==> config.mk <==
export PLATFORM = sky130hd
export DESIGN_NAME = instr_fetch_seq
export DESIGN_NICKNAME = d
export VERILOG_FILES = /design/src/rtl/instr_fetch_seq.sv
export SDC_FILE = /design/constraint.sdc
export NUM_CORES = 1
export LEC_CHECK = 0
export ABC_AREA = 0
export CAP_MARGIN = 40
export CELL_PAD_IN_SITES_DETAIL_PLACEMENT = 1
export CELL_PAD_IN_SITES_GLOBAL_PLACEMENT = 2
export CORE_ASPECT_RATIO = 1.1
export CORE_MARGIN = 2
export CORE_UTILIZATION = 32
export CTS_CLUSTER_DIAMETER = 30
export DETAILED_ROUTE_END_ITERATION = 10
export DONT_BUFFER_PORTS = 1
export PLACE_DENSITY_LB_ADDON = 0.1
export RECOVER_POWER = 100
export SYNTH_ARGS = -nofsm -noshare
export SYNTH_HDL_FRONTEND = slang
export SYNTH_SLANG_ARGS = --single-unit
==> constraint.sdc <==
create_clock -name clk -period 1.9 [get_ports clk]
set_input_delay 0.38 -clock clk [delete_from_list [all_inputs] [get_ports clk]]
set_output_delay 0.38 -clock clk [all_outputs]
set_load 0.05 [all_outputs]
==> src/rtl/instr_fetch_seq.sv <==
// instr_fetch_seq
// Walks the 16-entry instruction memory from address 0. Each 50-bit word
// splits into a 2-bit opcode and three BF16 operands. FMA and FMS words go
// to the FMA datapath over a valid/ready handshake. NOP words are skipped.
// A run ends on a HALT word or after the last programmed entry, and the
// block then pulses done for one cycle.
//
// Ports:
//   clk, rst_n        clock, asynchronous active-low reset
//   start             one-cycle pulse; begins a run (ignored unless idle)
//   pc_addr           registered address to instruction memory
//   instr_data        combinational read data for pc_addr
//   op_valid/op_ready operand bundle handshake
//   op_code/op_a/b/c  registered opcode and BF16 operands
//   busy              high in every state except IDLE
//   done              one-cycle end-of-run pulse
//   issued_cnt        bundles accepted in the current/last run
module instr_fetch_seq #(
    parameter int ADDR_W   = 4,
    parameter int INSTR_W  = 50,
    parameter int PROG_LEN = 16
) (
    input  logic              clk,
    input  logic              rst_n,
    input  logic              start,
    output logic [ADDR_W-1:0] pc_addr,
    input  logic [INSTR_W-1:0] instr_data,
    output logic              op_valid,
    input  logic              op_ready,
    output logic [1:0]        op_code,
    output logic [15:0]       op_a,
    output logic [15:0]       op_b,
    output logic [15:0]       op_c,
    output logic              busy,
    output logic              done,
    output logic [ADDR_W:0]   issued_cnt
);

    typedef enum logic [1:0] {IDLE, LOAD, ISSUE, DONE} state_t;

    localparam logic [1:0] OPC_NOP  = 2'b01;
    localparam logic [1:0] OPC_HALT = 2'b11;
    localparam logic [ADDR_W-1:0] LAST_ADDR = ADDR_W'(PROG_LEN - 1);

    state_t            state_q, state_d;
    logic [ADDR_W-1:0] pc_addr_q, pc_addr_d;
    logic              op_valid_q, op_valid_d;
    logic [1:0]        op_code_q, op_code_d;
    logic [15:0]       op_a_q, op_a_d, op_b_q, op_b_d, op_c_q, op_c_d;
    logic [ADDR_W:0]   issued_cnt_q, issued_cnt_d;

    always_ff @(posedge clk or negedge rst_n) begin
        if (!rst_n) begin
            state_q      <= IDLE;
            pc_addr_q    <= '0;
            op_valid_q   <= 1'b0;
            op_code_q    <= '0;
            op_a_q       <= '0;
            op_b_q       <= '0;
            op_c_q       <= '0;
            issued_cnt_q <= '0;
        end else begin
            state_q      <= state_d;
            pc_addr_q    <= pc_addr_d;
            op_valid_q   <= op_valid_d;
            op_code_q    <= op_code_d;
            op_a_q       <= op_a_d;
            op_b_q       <= op_b_d;
            op_c_q       <= op_c_d;
            issued_cnt_q <= issued_cnt_d;
        end
    end

    always_comb begin
        state_d      = state_q;
        pc_addr_d    = pc_addr_q;
        op_valid_d   = op_valid_q;
        op_code_d    = op_code_q;
        op_a_d       = op_a_q;
        op_b_d       = op_b_q;
        op_c_d       = op_c_q;
        issued_cnt_d = issued_cnt_q;

        case (state_q)
            IDLE: begin
                if (start) begin
                    pc_addr_d    = '0;
                    issued_cnt_d = '0;
                    state_d      = LOAD;
                end
            end
            LOAD: begin
                op_code_d = instr_data[49:48];
                op_a_d    = instr_data[47:32];
                op_b_d    = instr_data[31:16];
                op_c_d    = instr_data[15:0];
                if (instr_data[49:48] == OPC_HALT) begin
                    state_d = DONE;
                end else if (instr_data[49:48] == OPC_NOP) begin
                    // Skipped words cost one LOAD cycle each; the last-entry
                    // check comes before the increment so pc_addr never wraps.
                    if (pc_addr_q == LAST_ADDR) state_d = DONE;
                    else                        pc_addr_d = pc_addr_q + ADDR_W'(1);
                end else begin
                    op_valid_d = 1'b1;
                    state_d    = ISSUE;
                end
            end
            ISSUE: begin
                // Bundle is held unchanged until the datapath takes it.
                if (op_ready) begin
                    op_valid_d   = 1'b0;
                    issued_cnt_d = issued_cnt_q + (ADDR_W+1)'(1);
                    if (pc_addr_q == LAST_ADDR) begin
                        state_d = DONE;
                    end else begin
                        pc_addr_d = pc_addr_q + ADDR_W'(1);
                        state_d   = LOAD;
                    end
                end
            end
            DONE: state_d = IDLE;
            default: state_d = IDLE;
        endcase
    end

    assign pc_addr    = pc_addr_q;
    assign op_valid   = op_valid_q;
    assign op_code    = op_code_q;
    assign op_a       = op_a_q;
    assign op_b       = op_b_q;
    assign op_c       = op_c_q;
    assign issued_cnt = issued_cnt_q;
    assign busy       = (state_q != IDLE);
    assign done       = (state_q == DONE);

endmodule

==> out/metrics.cfg, run 1 <==
[logic_synthesis]
ys_async_sr_fraction_pct = 100
ys_warn_count = 0
ys_ff_latch = 62
syn-instance-count = 189
syn_area_per_cell_um2 = 13.8
synth_flop_cell = dfrtp_1
synth_edf_count = 0
seq_area_frac_synth_pct = 59.5
ys_types = 31
synth_area_um2 = 2610
syn-num-nets = 250

[timing]
finalSetupViolCount = 0
grt_setup_unrepaired = no
setup_tns_ns = 0
hold_violations = 0
drv_slew = 0
layout_min_cycle_time_ns = 1.79
worst_slew_pin_slew_ns = 0.847
finalCritPeriodShare_pct = 94.3
skew_ns = 0.00765
relSlewSlack_pct = 43.5
max_freq_mhz = 558

[clock_tree]
cts_sinks = 62
cts_root_buf = clkbuf_8
htree_levels = 3
numCtsBuffers = 9
tritoncts = yes
cts.path.max_buffers = 2
clkTransAtPathRegs_ns = 0.07
clk_latency_ns = 0.34

[floorplan]
core_area_um2 = 7910
die_w_um = 90.1
start_util_pct = 33.0
io_pins = 116
dieArea_um2 = 8890
die_h_um = 98.7
row_count = 34

[critical_path]
end_kind = output pin
crit_type = flop to output pin
cp_num_buf_inv = 2
max_stage_delay_ns = 0.44
cp.required_ns = 1.52
crit_path_start_kind = flop
cpLargestDelayFamily = flip-flops
cp_slowest_cell = dfrtp_2
critPathArrivalTime_ns = 1.41
crit_fanout = 6
crit_chain = inv_1 -> ha_2 -> clkinvlp_4

[finish]
area_delta_synth_final_pct = 16.7
fillers = 852
antennaDiodeCount = 0
drive_gt1_share_pct = 38.1
fin_nets = 271
utilization_pct = 38.5

[global_routing]
overflow = 0
grt_pass1_wl_um = 9380
track_usage_pct = 13.6
grt_max_degree = 63
grt_pass1_vias = 1771
antenna_found_initial = 0

[placement]
port_buffers = 0
dp.final_hpwl_um = 4160
gp_congestion = 0.821

[route]
routedWlPerCell_um = 17.8
drtPass1Iterations = 4
drt_iter0_markers = 38
route.detailed.drc = 0
antenna_left = 0
postRouteWirelength_um = 5750
viasPerCell = 5.06
via_count = 1634

[job]
max_cap_viol_count = 0

[run_status]
outcome = complete, no violations

[min_path]
hp-class = primary input to flop

[kinds of logic after synthesis]
kind of cell / Yosys count / share of synthesized area (%)
AO/OA/AOI/OAI: 23 / 6.81
adder cells (fa/ha/maj): 7 / 3.36
buffers and inverters: 13 / 2.16
flip-flops: 62 / 59.5
multiplexers: 50 / 21.5
AND/OR/NAND/NOR: 34 / 6.62
[final timing paths]
kind	from	end	slack, ns	cells past startpoint
worst max-delay path	state_q[1]	busy	0.11	3
worst min-delay path	instr_data[35]	op_a[3]	0.19	1
worst max register to register	state_q[1]	pc_addr[0]	0.14	7
worst min register to register	state_q[1]	state_q[1]	0.54	1
max in group asynchronous	rst_n	state_q[1]	0.56	2
min in group asynchronous	rst_n	op_a[6]	0.75	2
[layer usage]
layer	vias up	wire length [µm]	track usage [%]
met5	-	0	0
met4	0	95	5.68
met3	11	549	7.03
met2	80	3000	22.0
met1	831	2100	15.1
li1	712	-	-
[worst register-to-register path: stages, from the launching register on]
cell	delay, ns
dfrtp_2	0.41
inv_1	0.09
ha_2	0.22
and2b_1	0.21
a2111oi_4	0.26
buf_4	0.20
mux2i_1	0.19
nand2_1	0.07
[sequential cells by signal (all words and copies together), names as in the netlist]
| signal | count |
|---|---|
| op_a | 16 |
| issued_cnt | 5 |
| op_code | 2 |
| op_b | 16 |
| op_valid | 1 |
| pc_addr | 4 |
| state_q | 2 |
| op_c | 16 |
[layout by cell type, fill, tap and decap left out, types with 2 or more instances in the layout]
master,Yosys,routed
dfrtp_1,62,61
mux2_2,49,49
nand2_1,16,16
clkbuf_8,0,9
clkbuf_1,2,7
o21ai_0,6,6
ha_1,7,6
a21oi_1,5,5
nand3_1,5,5
inv_1,5,4
nand2b_1,4,4
clkbuf_2,0,4
buf_4,0,4
clkinvlp_4,0,2
nor2_1,2,2
a22o_1,2,2
bufinv_16,0,2
clkinv_2,0,2
clkbuf_4,0,2
[timing repair]
item,4_1_cts,5_1_grt
setup buffers,0,2
endpoints found under the setup margin,4,7
pin swaps,1,2
gates resized for setup,2,1
hold endpoints to repair,62,0
hold buffers,2,0
[cells in the mapped netlist (all sizes together) (2+ instances only)]
library cell,instances,area share [%]
dfrtp,62,60
ha,7,3.4
nand2,16,2.3
buf,6,1.2
clkbuf,2,0.29
inv,5,0.72
mux2,49,21
nor2,2,0.29
a21oi,5,0.96
nand2b,5,1.5
nand3,5,0.96
o21ai,6,1.2
a22o,3,1.1
[metrics by stage]
| step | cell area (µm²) | hold slack [ns] | cells | worst slack (ns) |
|---|---|---|---|---|
| 6_report | 3040 | 0.191 | 323 | 0.109 |
| 3_3_place_gp | 2830 | 0.0858 | 303 | 0.0988 |
| 4_1_cts | 3080 | 0.171 | 321 | 0.0521 |
| 2_1_floorplan | 2610 | 0.0844 | 189 | 0.0302 |
| 3_5_place_dp | 2830 | 0.0858 | 303 | -0.0443 |
| 5_1_grt | 3040 | 0.151 | 323 | 0.00351 |
[cell type report]
class	count	area, µm²	share of cell area [%]
Clock inverter	6	86.3	2.84
Tap cell	108	135	4.44
Sequential cell	62	1550	51.0
Timing Repair Buffer	18	118	3.86
Inverter	5	22.5	0.740
Clock buffer	10	128	4.19
Multi-Input combinational cell	114	1000	32.9
Power of run 1 is not shown: default switching activity piles up to over one toggle a cycle in this logic, so the estimate is an artifact.
==> run 2, diff against run 1 <==
--- a/config.mk
+++ b/config.mk
@@ -10,7 +10,7 @@
 export CELL_PAD_IN_SITES_DETAIL_PLACEMENT = 1
 export CELL_PAD_IN_SITES_GLOBAL_PLACEMENT = 2
 export CORE_ASPECT_RATIO = 1.1
-export CORE_MARGIN = 2
+export CORE_MARGIN = 5
 export CORE_UTILIZATION = 32
 export CTS_CLUSTER_DIAMETER = 30
 export DETAILED_ROUTE_END_ITERATION = 10
==> run 2 against run 1 <==
Sequential share of layout area is essentially flat; flip-flop and latch count is the same; routed wire length grew 11%; critical path depth is the same; via count shrank 2.9%; clock skew grew 0.0059 ns; non-clock buffer count is the same; setup slack lost 0.015 ns; largest cell class unchanged.
==> out/metrics.cfg, run 2 (same netlist as run 1, synthesis figures left out) <==
[global_routing]
grt_pass1_vias = 1836
track_usage_pct = 12.8
grt_pass1_wl_um = 9780
overflow = 0
antenna_found_initial = 0
grt_max_degree = 63

[timing]
finalCritPeriodShare_pct = 95.1
layout_min_cycle_time_ns = 1.81
setup_tns_ns = 0
skew_ns = 0.0135
hold_violations = 0
relSlewSlack_pct = 44.0
finalSetupViolCount = 0
worst_slew_pin_slew_ns = 0.840
drv_slew = 0
grt_setup_unrepaired = yes
max_freq_mhz = 554

[route]
drt_iter0_markers = 40
postRouteWirelength_um = 6350
antenna_left = 0
route.detailed.drc = 0
routedWlPerCell_um = 19.7
drtPass1Iterations = 4
via_count = 1587
viasPerCell = 4.91

[clock_tree]
tritoncts = yes
cts.path.max_buffers = 2
cts_sinks = 62
cts_root_buf = clkbuf_8
numCtsBuffers = 9
clkTransAtPathRegs_ns = 0.08
htree_levels = 3
clk_latency_ns = 0.33

[critical_path]
crit_type = flop to output pin
cp.required_ns = 1.52
crit_path_start_kind = flop
end_kind = output pin
crit_fanout = 6
critPathArrivalTime_ns = 1.43

[floorplan]
io_pins = 116
row_count = 34
dieArea_um2 = 10100
die_h_um = 105
core_area_um2 = 7910
die_w_um = 96.1
start_util_pct = 33.0

[finish]
fin_nets = 271
fin_cells = 323
final_common_cell = dfrtp_1
final_cell_mix = dfrtp_1, mux2_2, nand2_1
area_delta_synth_final_pct = 16.8
drive_gt1_share_pct = 39.1
utilization_pct = 38.5
antennaDiodeCount = 0

[job]
max_cap_viol_count = 0

[placement]
gp_congestion = 0.770
dp.final_hpwl_um = 4780
dp.cells = 304
port_buffers = 0

[run_status]
outcome = complete, no violations

[min_path]
hp-class = primary input to flop

## run 2: changes by cell type in the layout (fill, tap and decap cells not counted), sizes merged
cell      change
clkinvlp      +1
buf           +3
clkbuf        -4
clkinv        -1
inv           +1
## run 2: repair_timing
item | in CTS | in global routing
hold buffers | 2 | 0
gates resized for setup | 0 | 3
cloned | 0 | 0
pin swaps | 1 | 2
hold endpoints to repair | 62 | 0
setup buffers | 0 | 1
setup endpoints to repair | 4 | 6
## run 2: stage by stage
step,hold slack [ns],worst slack (ns),area (µm²)
finish,0.196,0.0940,3050
global route,0.165,-0.00345,3050
CTS,0.169,0.00387,3080
detailed placement,0.0862,-0.0723,2820
global placement,0.0861,0.0767,2820
floorplan,0.0844,0.0302,2610
## run 2: final timing paths
path	endpoint	slack, ns	cells past startpoint	start
max in group asynchronous	state_q[1]	0.56	2	rst_n
setup / recovery	busy	0.09	3	state_q[1]
min in group asynchronous	op_a[13]	0.75	2	rst_n
setup reg to reg	pc_addr[1]	0.10	7	state_q[1]
hold / removal	op_b[0]	0.20	1	instr_data[16]
hold reg to reg	state_q[1]	0.56	1	state_q[1]
## run 2: metal layers
metal / track usage (%) / vias up / share of wire, %
met5: 0 / - / 0
li1: - / 707 / -
met2: 22.8 / 67 / 54
met4: 3.76 / 0 / 0.80
met3: 5.46 / 4 / 9.9
met1: 13.4 / 809 / 35
## run 2: critical path, cell delays in order (launching register included)
cell	delay (ns)
dfrtp_2	0.45
inv_1	0.13
ha_2	0.25
clkinvlp_4	0.26
## run 2: area by class of cell
class	count	area (µm²)
Clock inverter	7	97.6
Timing Repair Buffer	18	110
Multi-Input combinational cell	114	1000
Clock buffer	9	124
Tap cell	108	135
Sequential cell	62	1550
Inverter	5	22.5
Fill cell	862	4870
Power of run 2 is left out for the same reason.
==> run 3, diff against run 2 <==
--- a/config.mk
+++ b/config.mk
@@ -15,6 +15,7 @@
 export CTS_CLUSTER_DIAMETER = 30
 export DETAILED_ROUTE_END_ITERATION = 10
 export DONT_BUFFER_PORTS = 1
+export GPL_TIMING_DRIVEN = 0
 export PLACE_DENSITY_LB_ADDON = 0.1
 export RECOVER_POWER = 100
 export SYNTH_ARGS = -nofsm -noshare
==> run 3 against run 2 <==
Count of clock-buffer cells in the layout grew 2; maximum frequency shrank 0.68%; via count shrank 0.69%; critical endpoint is now state_q[1]; highest routed layer unchanged; largest cell class unchanged; hold slack lost 0.0057 ns; critical path depth grew 2.
==> out/metrics.cfg, run 3 (same netlist as run 1, synthesis figures left out) <==
[run_status]
outcome = complete, no violations

[timing]
finalSetupViolCount = 0
worst_slew_pin_slew_ns = 0.838
drv_slew = 0
finalCritPeriodShare_pct = 95.7
skew_ns = 0.00640
hold_violations = 0
max_freq_mhz = 550
relSlewSlack_pct = 44.1
setup_tns_ns = 0
layout_min_cycle_time_ns = 1.82
holdWs_ns = 0.190

[critical_path]
cp.required_ns = 2.11
critPathLaunch = pc_addr[0]
regToRegStartpoint = pc_addr[0]
crit_fanout = 7
max_stage_delay_ns = 0.58
reg2reg_slack_ns = 0.08
end_kind = flop
cp_slowest_cell = dfrtp_4
crit_path_start_kind = flop
critPathArrivalTime_ns = 2.03
crit_chain = ha_2 -> and3_1 -> o311a_1 -> a21oi_1 -> a31oi_1
crit_type = flop to flop

[route]
routedWlPerCell_um = 19.6
antenna_left = 0
via_count = 1576
drtPass1Iterations = 3
postRouteWirelength_um = 6300
viasPerCell = 4.91
route.detailed.drc = 0
drt_iter0_markers = 18

[floorplan]
dieArea_um2 = 10100
core_area_um2 = 7910
row_count = 34
start_util_pct = 33.0
die_h_um = 105
io_pins = 116
die_w_um = 96.1

[placement]
dp.cells = 297
dp.final_hpwl_um = 4770
port_buffers = 0
gp_congestion = 0.721

[finish]
utilization_pct = 38.9
antennaDiodeCount = 0
final_cell_mix = dfrtp_1, mux2_2, nand2_1
drive_gt1_share_pct = 43.7
final_common_cell = dfrtp_1
fin_nets = 269
fillers = 847
area_delta_synth_final_pct = 17.9
fin_cells = 321

[clock_tree]
tritoncts = yes
cts.path.max_buffers = 2
clk_latency_ns = 0.33
htree_levels = 3
numCtsBuffers = 9
cts_sinks = 62
cts_root_buf = clkbuf_8
clkTransAtPathRegs_ns = 0.07

[job]
max_cap_viol_count = 0

[min_path]
hp-start = instr_data[0]
hp-class = primary input to flop

[global_routing]
overflow = 0
track_usage_pct = 12.8
grt_max_degree = 63
grt_pass1_wl_um = 9760
antenna_found_initial = 0
grt_pass1_vias = 1859

## run 3: cell count changes in the layout (fill, tap and decap cells not counted), moves of 2 or more
cell,previous run,this run
clkbuf_2,2,0
dfrtp_1,61,57
buf_2,0,6
clkbuf_8,9,11
clkinvlp_4,3,1
clkbuf_1,6,0
dfrtp_2,1,4
## run 3: metal layers
metal	vias to the layer above	wire (µm)	track usage [%]
met2	66	3390	22.5
met1	796	2150	12.8
met5	-	0	0
met3	12	646	5.61
li1	702	-	-
met4	0	113	5.39
## run 3: worst paths after layout
check,endpoint,depth (start not counted)
max in group asynchronous,pc_addr[0],2
max,state_q[1],5
min,op_c[0],1
max reg2reg,state_q[1],5
min reg2reg,state_q[1],1
min in group asynchronous,op_c[9],2
## run 3: stage by stage
stage                     worst slack (ns)  cell area, µm²
after floorplan                     0.0302            2610
after global placement              -0.110            2740
after detailed placement            -0.246            2740
after CTS                          0.00321            3080
after global routing               -0.0251            3070
final                               0.0817            3070
## run 3: cell type report
class / instances / area (µm²) / area share (%)
Buffer: 6 / 30.0 / 0.977
Inverter: 5 / 18.8 / 0.611
Timing Repair Buffer: 10 / 90.1 / 2.93
Clock inverter: 5 / 81.3 / 2.65
Sequential cell: 62 / 1560 / 50.8
Tap cell: 108 / 135 / 4.40
Multi-Input combinational cell: 114 / 1010 / 32.8
Clock buffer: 11 / 151 / 4.92
## run 3: critical path: cells and delay by family (launching register included)
kind,cells,cell delay (ns)
adders and majority gates,1,0.24
DFF,1,0.58
AOI/OAI and AO/OA,3,0.65
and+or+nand+nor,1,0.22
## run 3: timing repair
item                                   in CTS  in global routing
setup endpoints to repair                  58                  8
endpoints found under the hold margin      62                  0
buffers inserted                            7                  1
hold buffers                                2                  0
pin swaps                                   2                  1
resized for setup                           4                  6
Power of run 3 is left out for the same reason.
